**src/rtl/calc_pkg.sv**
```systemverilog
// Shared command/response codes, FSM encoding and counter sizing for the calc port responder.
package calc_pkg;

    typedef enum logic [0:3] {
        CMD_NONE = 4'd0,
        CMD_ADD  = 4'd1,
        CMD_SUB  = 4'd2,
        CMD_SHL  = 4'd5,
        CMD_SHR  = 4'd6
    } cmd_e;

    typedef enum logic [0:1] {
        RESP_NONE = 2'd0,
        RESP_OK   = 2'd1,
        RESP_ERR  = 2'd2
    } resp_e;

    typedef enum logic [0:2] {
        IDLE = 3'd0,
        OP2  = 3'd1,
        EXEC = 3'd2,
        RESP = 3'd3,
        ERR  = 3'd4
    } state_e;

    localparam int CNT_W = 4;

    // Any code outside the four arithmetic commands is rejected without an operand2 cycle.
    function automatic logic is_valid_cmd(input logic [0:3] cmd);
        case (cmd)
            CMD_ADD, CMD_SUB, CMD_SHL, CMD_SHR: return 1'b1;
            default:                            return 1'b0;
        endcase
    endfunction

endpackage

```
**src/rtl/calc_port_responder_if.sv**
```systemverilog
// Request/response bundle of one calc port; the requester is the master, the responder the slave.
interface calc_port_responder_if;

    logic [0:3]  req_cmd_in;
    logic [0:31] req_data_in;
    logic [0:1]  out_resp;
    logic [0:31] out_data;
    logic        busy;

    modport master (
        output req_cmd_in,
        output req_data_in,
        input  out_resp,
        input  out_data,
        input  busy
    );

    modport slave (
        input  req_cmd_in,
        input  req_data_in,
        output out_resp,
        output out_data,
        output busy
    );

endinterface

```
**src/rtl/calc_alu.sv**
```systemverilog
// Combinational calc datapath: add/sub with overflow/underflow detection and logical shifts.
module calc_alu
    import calc_pkg::*;
(
    input  logic [0:3]  cmd_i,
    input  logic [0:31] op1_i,
    input  logic [0:31] op2_i,
    output logic [0:31] result_o,
    output logic        err_o
);

    logic [0:32] sum;

    assign sum = {1'b0, op1_i} + {1'b0, op2_i};

    // An error always reports a zero result so the top can register result_o unconditionally.
    always_comb begin
        result_o = '0;
        err_o    = 1'b0;
        case (cmd_i)
            CMD_ADD: begin
                if (sum[0]) err_o    = 1'b1;
                else        result_o = sum[1:32];
            end
            CMD_SUB: begin
                if (op2_i > op1_i) err_o    = 1'b1;
                else               result_o = op1_i - op2_i;
            end
            CMD_SHL: result_o = op1_i << op2_i[27:31];
            CMD_SHR: result_o = op1_i >> op2_i[27:31];
            default: ;
        endcase
    end

endmodule

```
**src/rtl/calc_port_responder.sv**
```systemverilog
// Single-port calc responder: two-cycle request, programmable execute delay, one-cycle registered response.
module calc_port_responder
    import calc_pkg::*;
#(
    parameter int EXEC_CYCLES = 2,
    parameter int DATA_W      = 32
) (
    input logic                  c_clk,
    input logic                  reset,
    calc_port_responder_if.slave bus
);

    localparam logic [0:CNT_W-1] CNT_LOAD = CNT_W'(EXEC_CYCLES - 1);

    state_e            state_q;
    logic [0:3]        cmd_q;
    logic [0:DATA_W-1] op1_q;
    logic [0:DATA_W-1] op2_q;
    logic [0:CNT_W-1]  cnt_q;
    logic [0:CNT_W-1]  cnt_d;
    logic [0:1]        resp_q;
    logic [0:DATA_W-1] data_q;
    logic              busy_q;
    logic [0:DATA_W-1] alu_result;
    logic              alu_err;

    calc_alu u_alu (
        .cmd_i    (cmd_q),
        .op1_i    (op1_q),
        .op2_i    (op2_q),
        .result_o (alu_result),
        .err_o    (alu_err)
    );

    assign cnt_d = cnt_q - CNT_W'(1);

    // Response registers default to zero every cycle and are only loaded on the edge entering RESP/ERR.
    always_ff @(posedge c_clk or negedge reset) begin
        if (!reset) begin
            state_q <= IDLE;
            cmd_q   <= '0;
            op1_q   <= '0;
            op2_q   <= '0;
            cnt_q   <= '0;
            resp_q  <= RESP_NONE;
            data_q  <= '0;
            busy_q  <= 1'b0;
        end else begin
            resp_q <= RESP_NONE;
            data_q <= '0;
            case (state_q)
                IDLE: begin
                    if (bus.req_cmd_in != CMD_NONE) begin
                        busy_q <= 1'b1;
                        if (is_valid_cmd(bus.req_cmd_in)) begin
                            cmd_q   <= bus.req_cmd_in;
                            op1_q   <= bus.req_data_in;
                            state_q <= OP2;
                        end else begin
                            resp_q  <= RESP_ERR;
                            state_q <= ERR;
                        end
                    end
                end
                OP2: begin
                    op2_q   <= bus.req_data_in;
                    cnt_q   <= CNT_LOAD;
                    state_q <= EXEC;
                end
                EXEC: begin
                    if (cnt_q == '0) begin
                        resp_q  <= alu_err ? RESP_ERR : RESP_OK;
                        data_q  <= alu_result;
                        state_q <= RESP;
                    end else begin
                        cnt_q <= cnt_d;
                    end
                end
                RESP, ERR: begin
                    busy_q  <= 1'b0;
                    state_q <= IDLE;
                end
                default: state_q <= IDLE;
            endcase
        end
    end

    assign bus.out_resp = resp_q;
    assign bus.out_data = data_q;
    assign bus.busy     = busy_q;

endmodule

```
**src/flat_wrapper.sv**
```systemverilog
// flat-port wrapper written by rule: the top's interface ports become plain ports
module calc_port_responder_flat import calc_pkg::*;
#(
    parameter int EXEC_CYCLES = 2,
    parameter int DATA_W      = 32
)
  (c_clk, reset, bus_req_cmd_in, bus_req_data_in, bus_out_resp, bus_out_data, bus_busy);
  calc_port_responder_if bus_i ();
  input logic c_clk;
  input logic reset;
  input wire logic [$bits(bus_i.req_cmd_in)-1:0] bus_req_cmd_in;
  input wire logic [$bits(bus_i.req_data_in)-1:0] bus_req_data_in;
  output wire logic [$bits(bus_i.out_resp)-1:0] bus_out_resp;
  output wire logic [$bits(bus_i.out_data)-1:0] bus_out_data;
  output wire logic [$bits(bus_i.busy)-1:0] bus_busy;
  assign bus_i.req_cmd_in = bus_req_cmd_in;
  assign bus_i.req_data_in = bus_req_data_in;
  assign bus_out_resp = bus_i.out_resp;
  assign bus_out_data = bus_i.out_data;
  assign bus_busy = bus_i.busy;
  calc_port_responder #(.EXEC_CYCLES(EXEC_CYCLES), .DATA_W(DATA_W)) u_core (.c_clk(c_clk), .reset(reset), .bus(bus_i));
endmodule
```
**config.mk**
```make
export PLATFORM = sky130hd
export DESIGN_NAME = calc_port_responder_flat
export DESIGN_NICKNAME = d
export VERILOG_FILES = /design/src/rtl/calc_pkg.sv /design/src/rtl/calc_port_responder_if.sv /design/src/rtl/calc_alu.sv /design/src/rtl/calc_port_responder.sv /design/src/flat_wrapper.sv
export SDC_FILE = /design/constraint.sdc
export NUM_CORES = 1
export LEC_CHECK = 0
export ABC_AREA = 1
export BUFFER_PORTS_ARGS = -buffer_cell sky130_fd_sc_hd__buf_4
export CAP_MARGIN = 20
export CORE_UTILIZATION = 35
export DETAILED_ROUTE_END_ITERATION = 12
export HOLD_SLACK_MARGIN = 0.08
export SLEW_MARGIN = 40
export SYNTH_ARGS = -nofsm -noshare
export SYNTH_HDL_FRONTEND = slang
export SYNTH_SLANG_ARGS = --single-unit
```
**constraint.sdc**
```tcl
create_clock -name c_clk -period 3.2 [get_ports c_clk]
set_input_delay 0.48 -clock c_clk [delete_from_list [all_inputs] [get_ports c_clk]]
set_output_delay 0.48 -clock c_clk [all_outputs]
set_load 0.1 [all_outputs]
```
# Word-level counts from Yosys, hierarchy flattened
# Index checks and enable logic that the tools add are counted.
# classes
div	0
eq_ne	15
mul	0
addsub	3
order_cmp	1
n_bitwise	0
muxes	24
reduce_logical	11
n_shift	2
# op_table
cell	n
32-bit two-way mux	4
32-bit case mux with 4 select lines	1
32-bit by 32-bit adder with 33-bit output	1
32-bit > comparator	1
32-bit by 5-bit left shift with 32-bit output	1
32-bit by 5-bit >> shifter with 32-bit output	1
32-bit subtractor	1
4-bit by 3-bit == test with 1-bit output (second input constant)	4
3-bit two-way mux	3
3-bit case mux with 3 select lines	1
4-bit by 1-bit == test with 1-bit output (second input constant)	2
4-bit by 2-bit == test with 1-bit output (second input constant)	2
2-bit two-way mux	4
4-bit case mux with 2 select lines	1
3-bit by 2-bit == test with 1-bit output (second input constant)	2
1-bit two-way mux	6
2-bit AND reduction	3
4-bit zero test	1
4-bit two-way mux	1
2-bit by 1-bit != test with 1-bit output (second input constant)	2
1-bit case mux with 2 select lines	2
2-bit case mux with 2 select lines	1
2-bit nonzero test	2
4-bit nonzero test	1
other kinds (8)	8
# word_totals
mem_bits_rw	0
wordCells	64
n_memories	0
inputBits	38
latch_bits	0
reg_bits	110
mem_bits_ro	0
out_inout_bits	35

# Longest topological paths before layout
# depth
word_depth	8
depth_mapped	22
mapped_depth_nobuf	18

# Modules after synthesis
# From an unflattened synthesis, not the netlist that was laid out.
# hier_totals
cells_unflattened	2336
hier_area_um2	13155.1
# by_module_without_submodules
module	seq_area_each_um2	area_each_um2	cells_each	instances
calc_alu	0.0	9052.4	1915	1
calc_port_responder	2752.6	4102.7	421	1

# Worst setup path before layout
# No wires, ideal clock.
# synth_timing
kind	register -> register
from	register u_core.op2_q[28] (netlist bit)
to	register u_core.data_q (netlist bit u_core.bus.out_data[23])
setup_ns	0.113
synth_period_minus_slack_ns	2.794
arrival_ns	2.681
stages_incl_launch_ff	23
path_slack_ns	0.406
n_path_buf	6
t_required_ns	3.087
path_cell_list	dfrtp_1 clkbuf_1 inv_2 buf_2 buf_1 ha_1 buf_6 nor2_1 nand2_1 nand2_1 nand2_1 nand2_2 nand2_1 nand2_2 nand2_2 nand2_2 nor2_4 buf_6 buf_8 nand2_2 nand3_1 nand2_1 inv_1
# synth_via
elab_chain_len	5
elab_cells_between_ends	10
classes_between	add/sub: 2; order compare: 1; shift: 2; mux: 5
# synth_rtl
item	line	rtl
start: declaration	calc_port_responder.sv:18	logic [0:DATA_W-1] op2_q;
start signal: assignment	calc_port_responder.sv:66	op2_q <= bus.req_data_in;
32-bit subtractor (tied with other cells)	calc_alu.sv:27	else result_o = op1_i - op2_i;
32-bit two-way mux (on tied branches)	calc_alu.sv:26, calc_alu.sv:22	
32-bit case mux with 4 select lines (*)	calc_alu.sv:20	case (cmd_i)
32-bit two-way mux (*)	calc_port_responder.sv:71	if (cnt_q == '0) begin
32-bit two-way mux (*)	calc_port_responder.sv:51	case (state_q)
end signal: assignment	calc_port_responder.sv:73	data_q <= alu_result;
end: declaration	calc_port_responder.sv:22	logic [0:DATA_W-1] data_q;
# Every way passes the cells marked *; elsewhere a longest branch is shown, timed or not.
# A chain may end at the register's enable or synchronous reset.

# Final worst setup path
# layout_timing
from	register u_core.op2_q[31] (netlist bit)
to	register u_core.data_q (netlist bit u_core.bus.out_data[15])
# The elaborated chain is that of the path after synthesis.

==> flow_metrics.tcl <==
set metrics [dict create \
    status "completed" \
    ys_seq_area_share_pct 21.0 \
    syn_area_mm2 0.0131 \
    htree_levels 3 \
    synth_flop_cell "dfrtp_1" \
    async_flop_share_pct 100 \
    period_minus_slack_ps 2900 \
    synthCells 2348 \
    routedWlPerCell_um 19.4 \
    grt-ovfl-total 0 \
    final_util_pct 39.1 \
    cts_root_buffer "clkbuf_16" \
    tns_ps 0 \
    grt_antenna_before_repair 3 \
    syn_nets 2455 \
    areaGrowthSynthToFinish_pct 9.47 \
    synth.most_common_cell "nand2_1" \
    hold_viol_final 0 \
    ys_top_cells_by_count "nand2_1, inv_1, nand3_1" \
    synth_top_family_by_area "simple AND/OR/NAND/NOR gates" \
    cts_tree "built" \
    dieArea_mm2 0.0383 \
    final_layout_size_suffix_gt1_share_pct 8.84 \
    maxSlewViolCount 0 \
    synth.avg_cell_area_um2 5.59 \
    clock_latency_ps 400 \
    synth_top_cell_area_share_pct 25.6 \
    drc 0 \
    synthAdderAreaFrac_pct 6.69 \
    ff2ff_path_depth 13 \
    first_iter_violations 1570 \
    start_util_pct 35.7 \
    relSlewSlack_pct 42.7 \
    routed_wl_mm 55.2 \
    viasPerCell 5.30 \
    clock_sinks 110 \
    die_height_um 196 \
    fin_nets 2477 \
    yosys.area_share.simple_pct 48.7 \
    cap_violations 0 \
    core_area_mm2 0.0368 \
    cp-end-kind "flop" \
    hold_path_depth 3 \
    grt_setup_unrepaired "false" \
    drt.antenna.violating_nets 0 \
    crit_arrival_ps 3160 \
    worstSetupPathType "flop to flop" \
    synth_cell_type_count 42 \
    cp-start-kind "flop" \
    synth_xor_area_share_pct 1.93 \
    grt_pass1_vias 14041 \
    track_usage_pct 28.8 \
    synth-edff-count 0 \
    clockBufferDepth 2 \
    period_share_pct 90.6 \
    hpwl_mm 44.4 \
    vias 15092 \
    core.rowCount 70 \
    io_pins 73 \
    clkSlewWorstSetupHoldPaths_ps 90 \
    cts_made_buffers 9 \
    synth_compound_area_share_pct 7.68 \
    synth_area_leaders "nand2_1, dfrtp_1, nand3_1" \
    place_congestion 0.992 \
    synth_top_cell_by_area "nand2_1" \
    grt_start_max_net_pins 77 \
    tightest_slew_ps 859 \
    portBuffers 72 \
    grt_first_pass_wirelength_mm 82.8 \
    hp-class "primary input to flop" \
    dr.pass1.iters 6 \
    synth_seq_cells 110 \
    synthMuxAreaShare_pct 0 \
    setup_violations 0 \
    die_width_um 196 \
    fmax_mhz 345 \
    yosysWarnings 0 \
    crit_path_max_fanout 52 \
    cp.required_ps 3460 \
    post_cts_buffers 0 \
    finalClockSkew_ps 19.2 \
]
[state kept, by name, summed over array words and instances (netlist names)]
name and flops:
u_core.op2_q 32, u_core.cnt_q 4, u_core.cmd_q 4, u_core.op1_q 32
u_core.bus.out_resp 2, u_core.bus.out_data 32, u_core.bus.busy 1, u_core.state_q 3
[critical path, cell delays in order (launching register included)]
cell and delay [ps]:
dfrtp_1 400, buf_4 410, inv_2 90, buf_12 190, a21oi_1 360, nand2_1 120
nand3_1 140, nand3_1 120, nand3_1 120, nand2_1 60, nor2_1 440, nand2_1 100
nor2_1 110, nor2_1 50
[cell families (layout without fill, tap and decap cells)]
| kind of cell | count (synthesis) | after routing |
|---|---|---|
| AO/OA/AOI/OAI | 175 | 175 |
| XOR/XNOR | 29 | 29 |
| adder cells (fa/ha/maj) | 69 | 69 |
| buffers and inverters | 442 | 469 |
| flip-flops | 110 | 110 |
| other | 0 | 2 |
| AND/OR/NAND/NOR | 1523 | 1523 |
[through the flow]
| step | worst slack [ps] | std cells | cell area, um2 | hold slack (ps) |
|---|---|---|---|---|
| after floorplan | 406 | 2348 | 13100 | 184 |
| after global placement | 348 | 2825 | 14100 | 478 |
| after detailed placement | 397 | 2826 | 14100 | 482 |
| after CTS | 398 | 2843 | 14400 | 278 |
| after global routing | 136 | 2843 | 14400 | 288 |
| final | 300 | 2845 | 14400 | 292 |
[worst paths after layout]
kind	startpoint	to	slack, ps
worst max-delay path	u_core.op2_q[31]$_DFFE_PN0P_	u_core.bus.out_data[15]$_DFF_PN0_	300
worst min-delay path	bus_req_data_in[18]	u_core.op1_q[13]$_DFFE_PN0P_	290
worst max register to register	u_core.op2_q[31]$_DFFE_PN0P_	u_core.bus.out_data[15]$_DFF_PN0_	300
worst min register to register	u_core.cmd_q[2]$_DFFE_PN0P_	u_core.cmd_q[2]$_DFFE_PN0P_	580
max in group asynchronous	reset	u_core.bus.out_data[27]$_DFF_PN0_	1890
min in group asynchronous	reset	u_core.op1_q[12]$_DFFE_PN0P_	590
[layer usage]
metal | global-route usage, % | vias to the layer above | share of wire [%]
li1 | - | 7293 | -
met1 | 40.8 | 7045 | 45
met2 | 43.5 | 676 | 42
met3 | 5.93 | 76 | 9.5
met4 | 9.43 | 2 | 2.8
met5 | 0 | - | 0.020
[repair_timing]
item,CTS,global route
endpoints found under the setup margin,0,0
hold buffers,1,0
gates resized for setup,0,0
hold endpoints to repair,34,0
[final cells by class]
type                       instances  area [um2]
inverter                         337        1260
clock inverter                     7        67.6
tap                              468         586
multi-input combinational       1796        8540
clock buffer                       9         225
sequential                       110        2760
timing repair buffer             116         931
fill                            4167       22400
antenna                            2        5.00
[cell usage in the layout (no fill, tap or decap), types with 7 or more instances in the layout]
master     count
xor2_1        26
clkbuf_16      9
nand2_2       17
a21oi_2        7
o21ai_0       59
nand4_1       20
o211ai_1      19
nor3_1        14
buf_4        110
inv_1        322
a21oi_1       67
a21boi_0       8
nand2_1      895
ha_1          67
inv_2         14
nand3_1      292
nand3_2        9
nor2_2        15
nor2_1       237
dfrtp_1      108
Power is not shown: default switching activity piles up to over one toggle a cycle in this logic, so the estimate is an artifact.
